**src/rtl/muldiv_unit.sv**
```systemverilog
// Iterative radix-2 RV32M multiply/divide unit for the EX stage.
// One product/quotient bit per clock, with a fast path for divide corner cases.
module muldiv_unit #(
  parameter int XLEN = 32
) (
  input  logic            clk,
  input  logic            rst_n,
  input  logic            start,
  input  logic [2:0]      op,
  input  logic [XLEN-1:0] operand_a,
  input  logic [XLEN-1:0] operand_b,
  input  logic            flush,
  output logic            busy,
  output logic            done,
  output logic [XLEN-1:0] result
);

  localparam int CW = $clog2(XLEN);

  typedef enum logic [1:0] {
    IDLE,
    CALC,
    DONE
  } state_e;

  state_e          state_q, state_d;
  logic [CW-1:0]   cnt_q, cnt_d;
  logic [2:0]      op_q, op_d;
  logic            neg_q, neg_d;
  logic [XLEN-1:0] m_q, m_d;
  logic [XLEN-1:0] hi_q, hi_d;
  logic [XLEN-1:0] lo_q, lo_d;
  logic [XLEN-1:0] res_q, res_d;

  logic            sgn_a, sgn_b;
  logic            a_neg, b_neg;
  logic [XLEN-1:0] a_mag, b_mag;
  logic            b_zero, ovf;
  logic [XLEN:0]   sum;
  logic [XLEN:0]   rsh;
  logic [XLEN:0]   diff;
  logic            ge;
  logic [XLEN-1:0] hi_n, lo_n;
  logic [2*XLEN-1:0] prod, prod_f;
  logic [XLEN-1:0] quo_f, rem_f;
  logic [XLEN-1:0] fin;

  always_comb begin
    sgn_a  = (op == 3'b000) || (op == 3'b001) || (op == 3'b010) ||
             (op == 3'b100) || (op == 3'b110);
    sgn_b  = (op == 3'b000) || (op == 3'b001) ||
             (op == 3'b100) || (op == 3'b110);
    a_neg  = sgn_a & operand_a[XLEN-1];
    b_neg  = sgn_b & operand_b[XLEN-1];
    a_mag  = a_neg ? -operand_a : operand_a;
    b_mag  = b_neg ? -operand_b : operand_b;
    b_zero = op[2] && (operand_b == '0);
    ovf    = op[2] && !op[0] &&
             (operand_a == {1'b1, {(XLEN-1){1'b0}}}) &&
             (operand_b == '1);
  end

  // Shared datapath: hi/lo hold the partial product or remainder/quotient.
  always_comb begin
    sum  = {1'b0, hi_q} + (lo_q[0] ? {1'b0, m_q} : '0);
    rsh  = {hi_q, lo_q[XLEN-1]};
    diff = rsh - {1'b0, m_q};
    ge   = !diff[XLEN];
    if (op_q[2]) begin
      hi_n = ge ? diff[XLEN-1:0] : rsh[XLEN-1:0];
      lo_n = {lo_q[XLEN-2:0], ge};
    end else begin
      hi_n = sum[XLEN:1];
      lo_n = {sum[0], lo_q[XLEN-1:1]};
    end
    prod   = {hi_n, lo_n};
    prod_f = neg_q ? -prod : prod;
    quo_f  = neg_q ? -lo_n : lo_n;
    rem_f  = neg_q ? -hi_n : hi_n;
    if (op_q[2])
      fin = op_q[1] ? rem_f : quo_f;
    else if (op_q[1:0] == 2'b00)
      fin = prod_f[XLEN-1:0];
    else
      fin = prod_f[2*XLEN-1:XLEN];
  end

  always_comb begin
    state_d = state_q;
    cnt_d   = cnt_q;
    op_d    = op_q;
    neg_d   = neg_q;
    m_d     = m_q;
    hi_d    = hi_q;
    lo_d    = lo_q;
    res_d   = res_q;
    unique case (state_q)
      IDLE, DONE: begin
        state_d = IDLE;
        if (start && !flush) begin
          op_d  = op;
          cnt_d = '0;
          hi_d  = '0;
          if (b_zero) begin
            state_d = DONE;
            res_d   = op[1] ? operand_a : '1;
          end else if (ovf) begin
            state_d = DONE;
            res_d   = op[1] ? '0 : operand_a;
          end else begin
            state_d = CALC;
            m_d     = op[2] ? b_mag : a_mag;
            lo_d    = op[2] ? a_mag : b_mag;
            neg_d   = (op[2] && op[1]) ? a_neg : (a_neg ^ b_neg);
          end
        end
      end
      CALC: begin
        if (flush) begin
          state_d = IDLE;
        end else begin
          hi_d  = hi_n;
          lo_d  = lo_n;
          cnt_d = cnt_q + 1'b1;
          if (cnt_q == CW'(XLEN-1)) begin
            state_d = DONE;
            res_d   = fin;
          end
        end
      end
      default: state_d = IDLE;
    endcase
  end

  always_ff @(posedge clk or negedge rst_n) begin
    if (!rst_n) begin
      state_q <= IDLE;
      cnt_q   <= '0;
      op_q    <= '0;
      neg_q   <= 1'b0;
      m_q     <= '0;
      hi_q    <= '0;
      lo_q    <= '0;
      res_q   <= '0;
    end else begin
      state_q <= state_d;
      cnt_q   <= cnt_d;
      op_q    <= op_d;
      neg_q   <= neg_d;
      m_q     <= m_d;
      hi_q    <= hi_d;
      lo_q    <= lo_d;
      res_q   <= res_d;
    end
  end

  assign busy   = (state_q == CALC);
  assign done   = (state_q == DONE);
  assign result = res_q;

endmodule

```
**config.mk**
```make
export PLATFORM = sky130hd
export DESIGN_NAME = muldiv_unit
export DESIGN_NICKNAME = d
export VERILOG_FILES = /design/src/rtl/muldiv_unit.sv
export SDC_FILE = /design/constraint.sdc
export NUM_CORES = 1
export LEC_CHECK = 0
export BUFFER_PORTS_ARGS = -buffer_cell sky130_fd_sc_hd__buf_4
export CORE_MARGIN = 2
export CORE_UTILIZATION = 45
export DETAILED_ROUTE_END_ITERATION = 12
export SLEW_MARGIN = 20
export SYNTH_ARGS = -nofsm -noshare
export SYNTH_HDL_FRONTEND = slang
export SYNTH_SLANG_ARGS = --single-unit
export TNS_END_PERCENT = 100
```
**constraint.sdc**
```tcl
create_clock -name clk -period 8.2 [get_ports clk]
set_clock_uncertainty 0.1 [all_clocks]
set_input_delay 0.41 -clock clk [delete_from_list [all_inputs] [get_ports clk]]
set_output_delay 0.41 -clock clk [all_outputs]
set_load 0.02 [all_outputs]
```
# == Yosys cells after proc, flatten, opt, wreduce, memory -nomap -nowiden ==
# Index checks and enable logic that the tools add are counted.
# word_totals
regBits,139
latch_bits,0
ram_bits,0
mem_bits_ro,0
input_bits,71
elab_cells,103
memories,0
# classes
addsub,8
multipliers,0
div,0
n_lt_le_gt_ge,0
eq_ne,16
shifts,0
n_mux,40
bitwise_logic,5
n_reduce_logical,26
# op_table
cell,n
2-to-1 mux 32 bit,26
one-hot mux 32 bit (2 select lines),3
negation 32 bit,4
== test 32 bit (second input constant),2
2-to-1 mux 64 bit,1
negation 64 bit,1
adder 32 x 32 -> 33 bit,1
subtractor 33 x 32 -> 33 bit,1
logical NOT 32 bit,1
2-to-1 mux 2 bit,5
2-to-1 mux 5 bit,2
one-hot mux 5 bit (2 select lines),1
AND reduction 5 bit,2
inequality test 2 bit (second input constant),4
== test 3 bit (second input constant),2
logical AND 1 bit,6
logical OR 1 bit,6
adder 5 x 1 -> 5 bit (second input constant),1
== test 5 bit (second input constant),1
logical NOT 2 bit,2
one-hot mux 2 bit (2 select lines),1
AND reduction 4 bit,1
== test 3 x 1 -> 1 bit (second input constant),1
== test 3 x 2 -> 1 bit (second input constant),1
other kinds (15),19

# == Depth between registers and ports, before layout ==
# logic_depth
ltp_word,12
ltp_mapped,25

# == Worst setup path before layout ==
# OpenSTA, ideal clock, no wires.
# synth_path
kind,flip-flop to flip-flop
startpoint,register lo_q[31]
endpoint,register res_q[22] (netlist: result[22])
arrival_time_ns,5.502
path_slack_ns,2.470
path_stages_with_launch,25
path_buffers,1
period_less_slack_ns,5.730
cell_sequence,dfrtp_1 > inv_1 > ha_1 > inv_1 > fa_1 > a211oi_1 > o211a_1 > a211oi_4 > o211a_4 > nor3_4 > buf_2 > nor2_1 > a21boi_0 > ha_1 > o2111ai_1 > or3_1 > or3_1 > or2_1 > o31ai_2 > nand2_1 > o41ai_1 > nor2b_1 > xor2_1 > a221oi_1 > a21oi_1
# synth_via
elab_chain_len,10
word_cells_on_any_way,17
classes_between,4 x add/sub; 12 x mux; 1 x reduce/logical
# synth_rtl
item,line_no,rtl
"start, declared",32,"logic [XLEN-1:0] lo_q, lo_d;"
"start signal, assigned",152,lo_q <= lo_d;
subtractor 33 x 32 -> 33 bit,67,"diff = rsh - {1'b0, m_q};"
2-to-1 mux 32 bit / logical NOT 1 bit (equally long branches),"70, 68",
2-to-1 mux 32 bit,69,if (op_q[2]) begin
"negation 64 bit, or another cell as far along",77,prod_f = neg_q ? -prod : prod;
"2-to-1 mux 64 bit, or another cell as far along",77,
2-to-1 mux 32 bit (on tied branches),"82, 81",
2-to-1 mux 32 bit *,80,if (op_q[2])
2-to-1 mux 32 bit *,125,if (cnt_q == CW'(XLEN-1)) begin
2-to-1 mux 32 bit *,119,if (flush) begin
one-hot mux 32 bit (2 select lines) *,97,unique case (state_q)
"end signal, assigned",153,res_q <= res_d;
"end, declared",33,"logic [XLEN-1:0] res_q, res_d;"
# Mark *: on every way between the ends. The rest lies on a longest branch, timed or not. The select of a mux whose other input is x is not followed.
# A chain may end at the register's enable or synchronous reset.

# == Worst setup path in the final report ==
# layout_path
startpoint,register lo_q[31]
endpoint,register res_q[30] (netlist: result[30])
# Same word-level chain as after synthesis.

==> run summary <==
The clock root buffer master is clkbuf_16. The total track usage came out at between 30% and 40%. The run finished with clean final reports.

The placeable core area is 0.03635 mm2. The peak fanout along the critical path is 15. The placed wire-length estimate after detailed placement is 56,630 um. The number of setup buffers added after CTS is 0. The number of distinct library cells after synthesis is around 110. The setup path with the least slack is of type reg2reg. The post-placement setup slack is 1.806 ns. Setup violations remaining at the end of the flow were counted as 0. The cell area reported after detailed placement is 0.01762 mm2.

The overall routed net length is between 70,000 and 80,000 um. The largest total area in the synthesized netlist belongs to dfrtp_1. After layout, the minimum clock period comes to about 6.6 ns.

The sum of overflow across all layers after global routing came out at 0. The number of iterations in the first detailed-routing pass came out at 5. The standard-cell row count is 70. The total number of yosys warnings came out at 0. Headroom to the max-slew limit came out at 25.63%. STA classifies the critical path endpoint as a flop. In this run the worst hold path is classified as in2reg. The remaining number of nets flagged by the antenna check after routing is 0. The start point of the worst hold path is op[0]. The number of synthesized flops with an enable pin is 0. The number of violations of the max-capacitance limit came out at 0.

The area of the die is roughly 0.038 mm2. During placement, the flow inserted port buffers numbering between 100 and 150. Clock latency on the worst-skew pair, taken at its later pin, is between 0.4 and 0.5 ns. In the synthesized netlist the async set-or-reset flop fraction comes to 100.0%. The met1 track utilization from global routing came out at between 50% and 60%. The number of instances in the synthesized netlist is around 2,300. The flip-flop and latch count after synthesis came out at roughly 140.

The global-route wire length before repair is about 110,000 um. The static leakage came out at approximately 0.0076 uW. The total count of hold-check failures in the final report is 0.

The setup TNS is 0 ns. Power spread over the standard cell area amounts to 337.6 mW/mm2. The clock edge transition at the registers on the reported setup and hold paths came out at 0.06 ns.

The initial core utilization came out at 45.43%. about 110 I/O pins were placed. The number of vias per cell is 6.594. Dividing the final minimum period by the clock period gives between 80% and 90%. The most used routing layer in global routing is met2. The share of cells above drive strength 1 came out at 10.90%. The initial antenna violation count is 7.

The global placement routability congestion came out at 1.025. The fraction of the yosys area taken by sequential cells came out at a little over a fifth. The cell area after synthesis is between 0.015 and 0.02 mm2. The setup slack of the critical path after layout is between 1.5 and 2 ns. The first-iteration detailed-routing DRC count came out at roughly 2,200. The maximum resistive drop on vdd came out at approximately 0.18 mV. TritonCTS built the clock tree. The die is slightly below 200 um tall. Setup repair after global routing left no endpoint under its margin.

The worst-case clock buffer depth came out at 2. The arrival time at the worst endpoint is 6.85 ns. Fill cells in the final layout number between 3,000 and 4,000. Counting instances in the post-synthesis netlist gives the leading cell types as nand2_1 (247), a21oi_1 (241), o21ai_0 (240). Detailed routing inserted a total of about 18,000 vias. The transition time at the pin with the least slew margin is 1.115 ns. The net count of the finished layout came out at ~2,400. Hold timing on the final database bottoms out at a slack of 0.1037 ns. The average cell area after synthesis came out at ~7.3 um2. By area the synthesized netlist is led by dfrtp_1 (21%), a21oi_1 (7.3%), o21ai_0 (7.3%). The number of global-route vias before repair came out at 17,169. The number of sinks handled by clock tree synthesis is 139. The final count of pins violating max slew is 0. The required time at the worst-slack endpoint is between 8 and 9 ns. The post-route DRC violation count came out at 0. In this run the worst setup path begins at lo_q[31]$_DFFE_PN0P_. When the netlist entered floorplanning its net count stood at 2,411. The met2 usage in global routing is between 50% and 60%. The maximum level of the CTS H-tree came out at 4. Compared with the post-synthesis result, the final layout area differs by 10.40%.

The number of buffers created by CTS came out at 17. The global-route met3 utilization came out at under 10%. STA classifies the critical path startpoint as a flop.

Yosys instantiated no cell more often than nand2_1. The horizontal die dimension came out at about 200 um. The top-area cell type share of the netlist area came out at a little over a fifth. The largest net degree at the start of global routing is 90. The launch instance of the worst register-to-register path is lo_q[31]$_DFFE_PN0P_. The fmax is ~150 MHz.

The per-cell routed wire length came out at between 20 and 30 um. After routing the design area is ~0.018 mm2. The commonest register cell after synthesis is dfrtp_1.
[critical path, cell delays in order (launching register included)]
cell and delay [ns]:
dfrtp_1 0.39, inv_1 0.08, ha_1 0.17, inv_1 0.06
fa_1 0.42, a211oi_1 0.28, o211a_1 0.22, a211oi_4 0.07
o211a_4 0.36, nor3_4 0.13, nor2_1 0.20, a21boi_0 0.33
ha_1 0.26, o2111ai_1 0.18, or3_1 0.46, or3_1 0.41
or2_1 0.34, o31ai_2 0.31, nand2_1 0.18, o41ai_1 0.76
a211oi_1 0.16, a2111oi_0 0.46, a21oi_1 0.12
[report_power, final]
group	total [uW]	internal [uW]	leakage (uW)	switching (uW)
Sequential	1040	837	0.00181	199
Clock	820	471	0.000285	349
Combinational	4300	1450	0.00554	2840
[state kept, by name, summed over array words and instances (netlist names)]
name and flops:
m_q 32, op_q 3, neg_q 1, hi_q 32, cnt_q 5, lo_q 32, state_q 2, result 32
[layout make-up]
class	count	area, um2	area share (%)
Antenna cell	1	2.502	0.01373
Clock buffer	21	470.5	2.581
Clock inverter	11	120.1	0.6589
Inverter	73	274.0	1.503
Multi-Input combinational cell	1915	12210	67.00
Sequential cell	139	3483	19.11
Tap cell	468	585.6	3.212
Timing Repair Buffer	143	1080	5.923
[per-stage QoR]
stage / instances / power (uW) / util [%]
2_1_floorplan: 2267 / 3886 / -
3_3_place_gp: 2737 / 5165 / 48.49
3_5_place_dp: 2737 / 5180 / 48.49
4_1_cts: 2770 / 6016 / 50.14
5_1_grt: 2770 / 6508 / 50.15
6_report: 2771 / 6154 / 50.15
[placed cells by master (no fill, tap or decap), types with 17 or more instances in the layout]
cell type  instances
nand4_1           29
a21oi_1          241
clkbuf_16         17
nand2_1          246
nor3_1            69
inv_1             68
a21o_1            28
nor4_1            18
a211oi_1          35
buf_4            141
nand3_1           44
xnor2_1           99
or3_1             20
a22o_1            22
o21a_1            25
mux2i_1           50
and2_1            46
o211ai_1          23
o21ai_0          240
dfrtp_1          137
a31oi_1           30
ha_1              71
nand2b_1          19
xor2_1            65
o31ai_1           33
nor2_1           188
and3_1            17
[what timing repair did]
item,CTS,global route
hold buffers,1,0
endpoints found under the setup margin,0,0
resized for setup,0,0
hold endpoints to repair,58,0
[logic make-up after synthesis]
kind of cell,after synthesis,share of synthesized area [%]
fa+ha+maj,77,5.865
xor+xnor,164,8.699
mux,58,3.577
buf+inv,213,5.168
flops,139,21.07
simple gates,775,22.78
compound gates,841,32.85
[path summary, 6_finish.rpt]
kind,to,slack (ns),depth (start not counted)
worst max register to register,result[30]$_DFFE_PN0P_,1.56,22
min in group asynchronous,result[20]$_DFFE_PN0P_,0.52,2
worst max-delay path,result[30]$_DFFE_PN0P_,1.56,22
worst min-delay path,op_q[0]$_DFFE_PN0P_,0.10,3
worst min register to register,result[20]$_DFFE_PN0P_,0.39,2
max in group asynchronous,op_q[2]$_DFFE_PN0P_,6.03,3
[per-layer routing]
layer / up-vias / share of wire (%) / wire, um
met2: 931 / 43 / 31480
met1: 8764 / 42 / 30330
met5: - / 0.048 / 35
met4: 6 / 6.0 / 4377
li1: 8384 / - / -
met3: 186 / 9.0 / 6532
(Power assumes the default switching activity.)
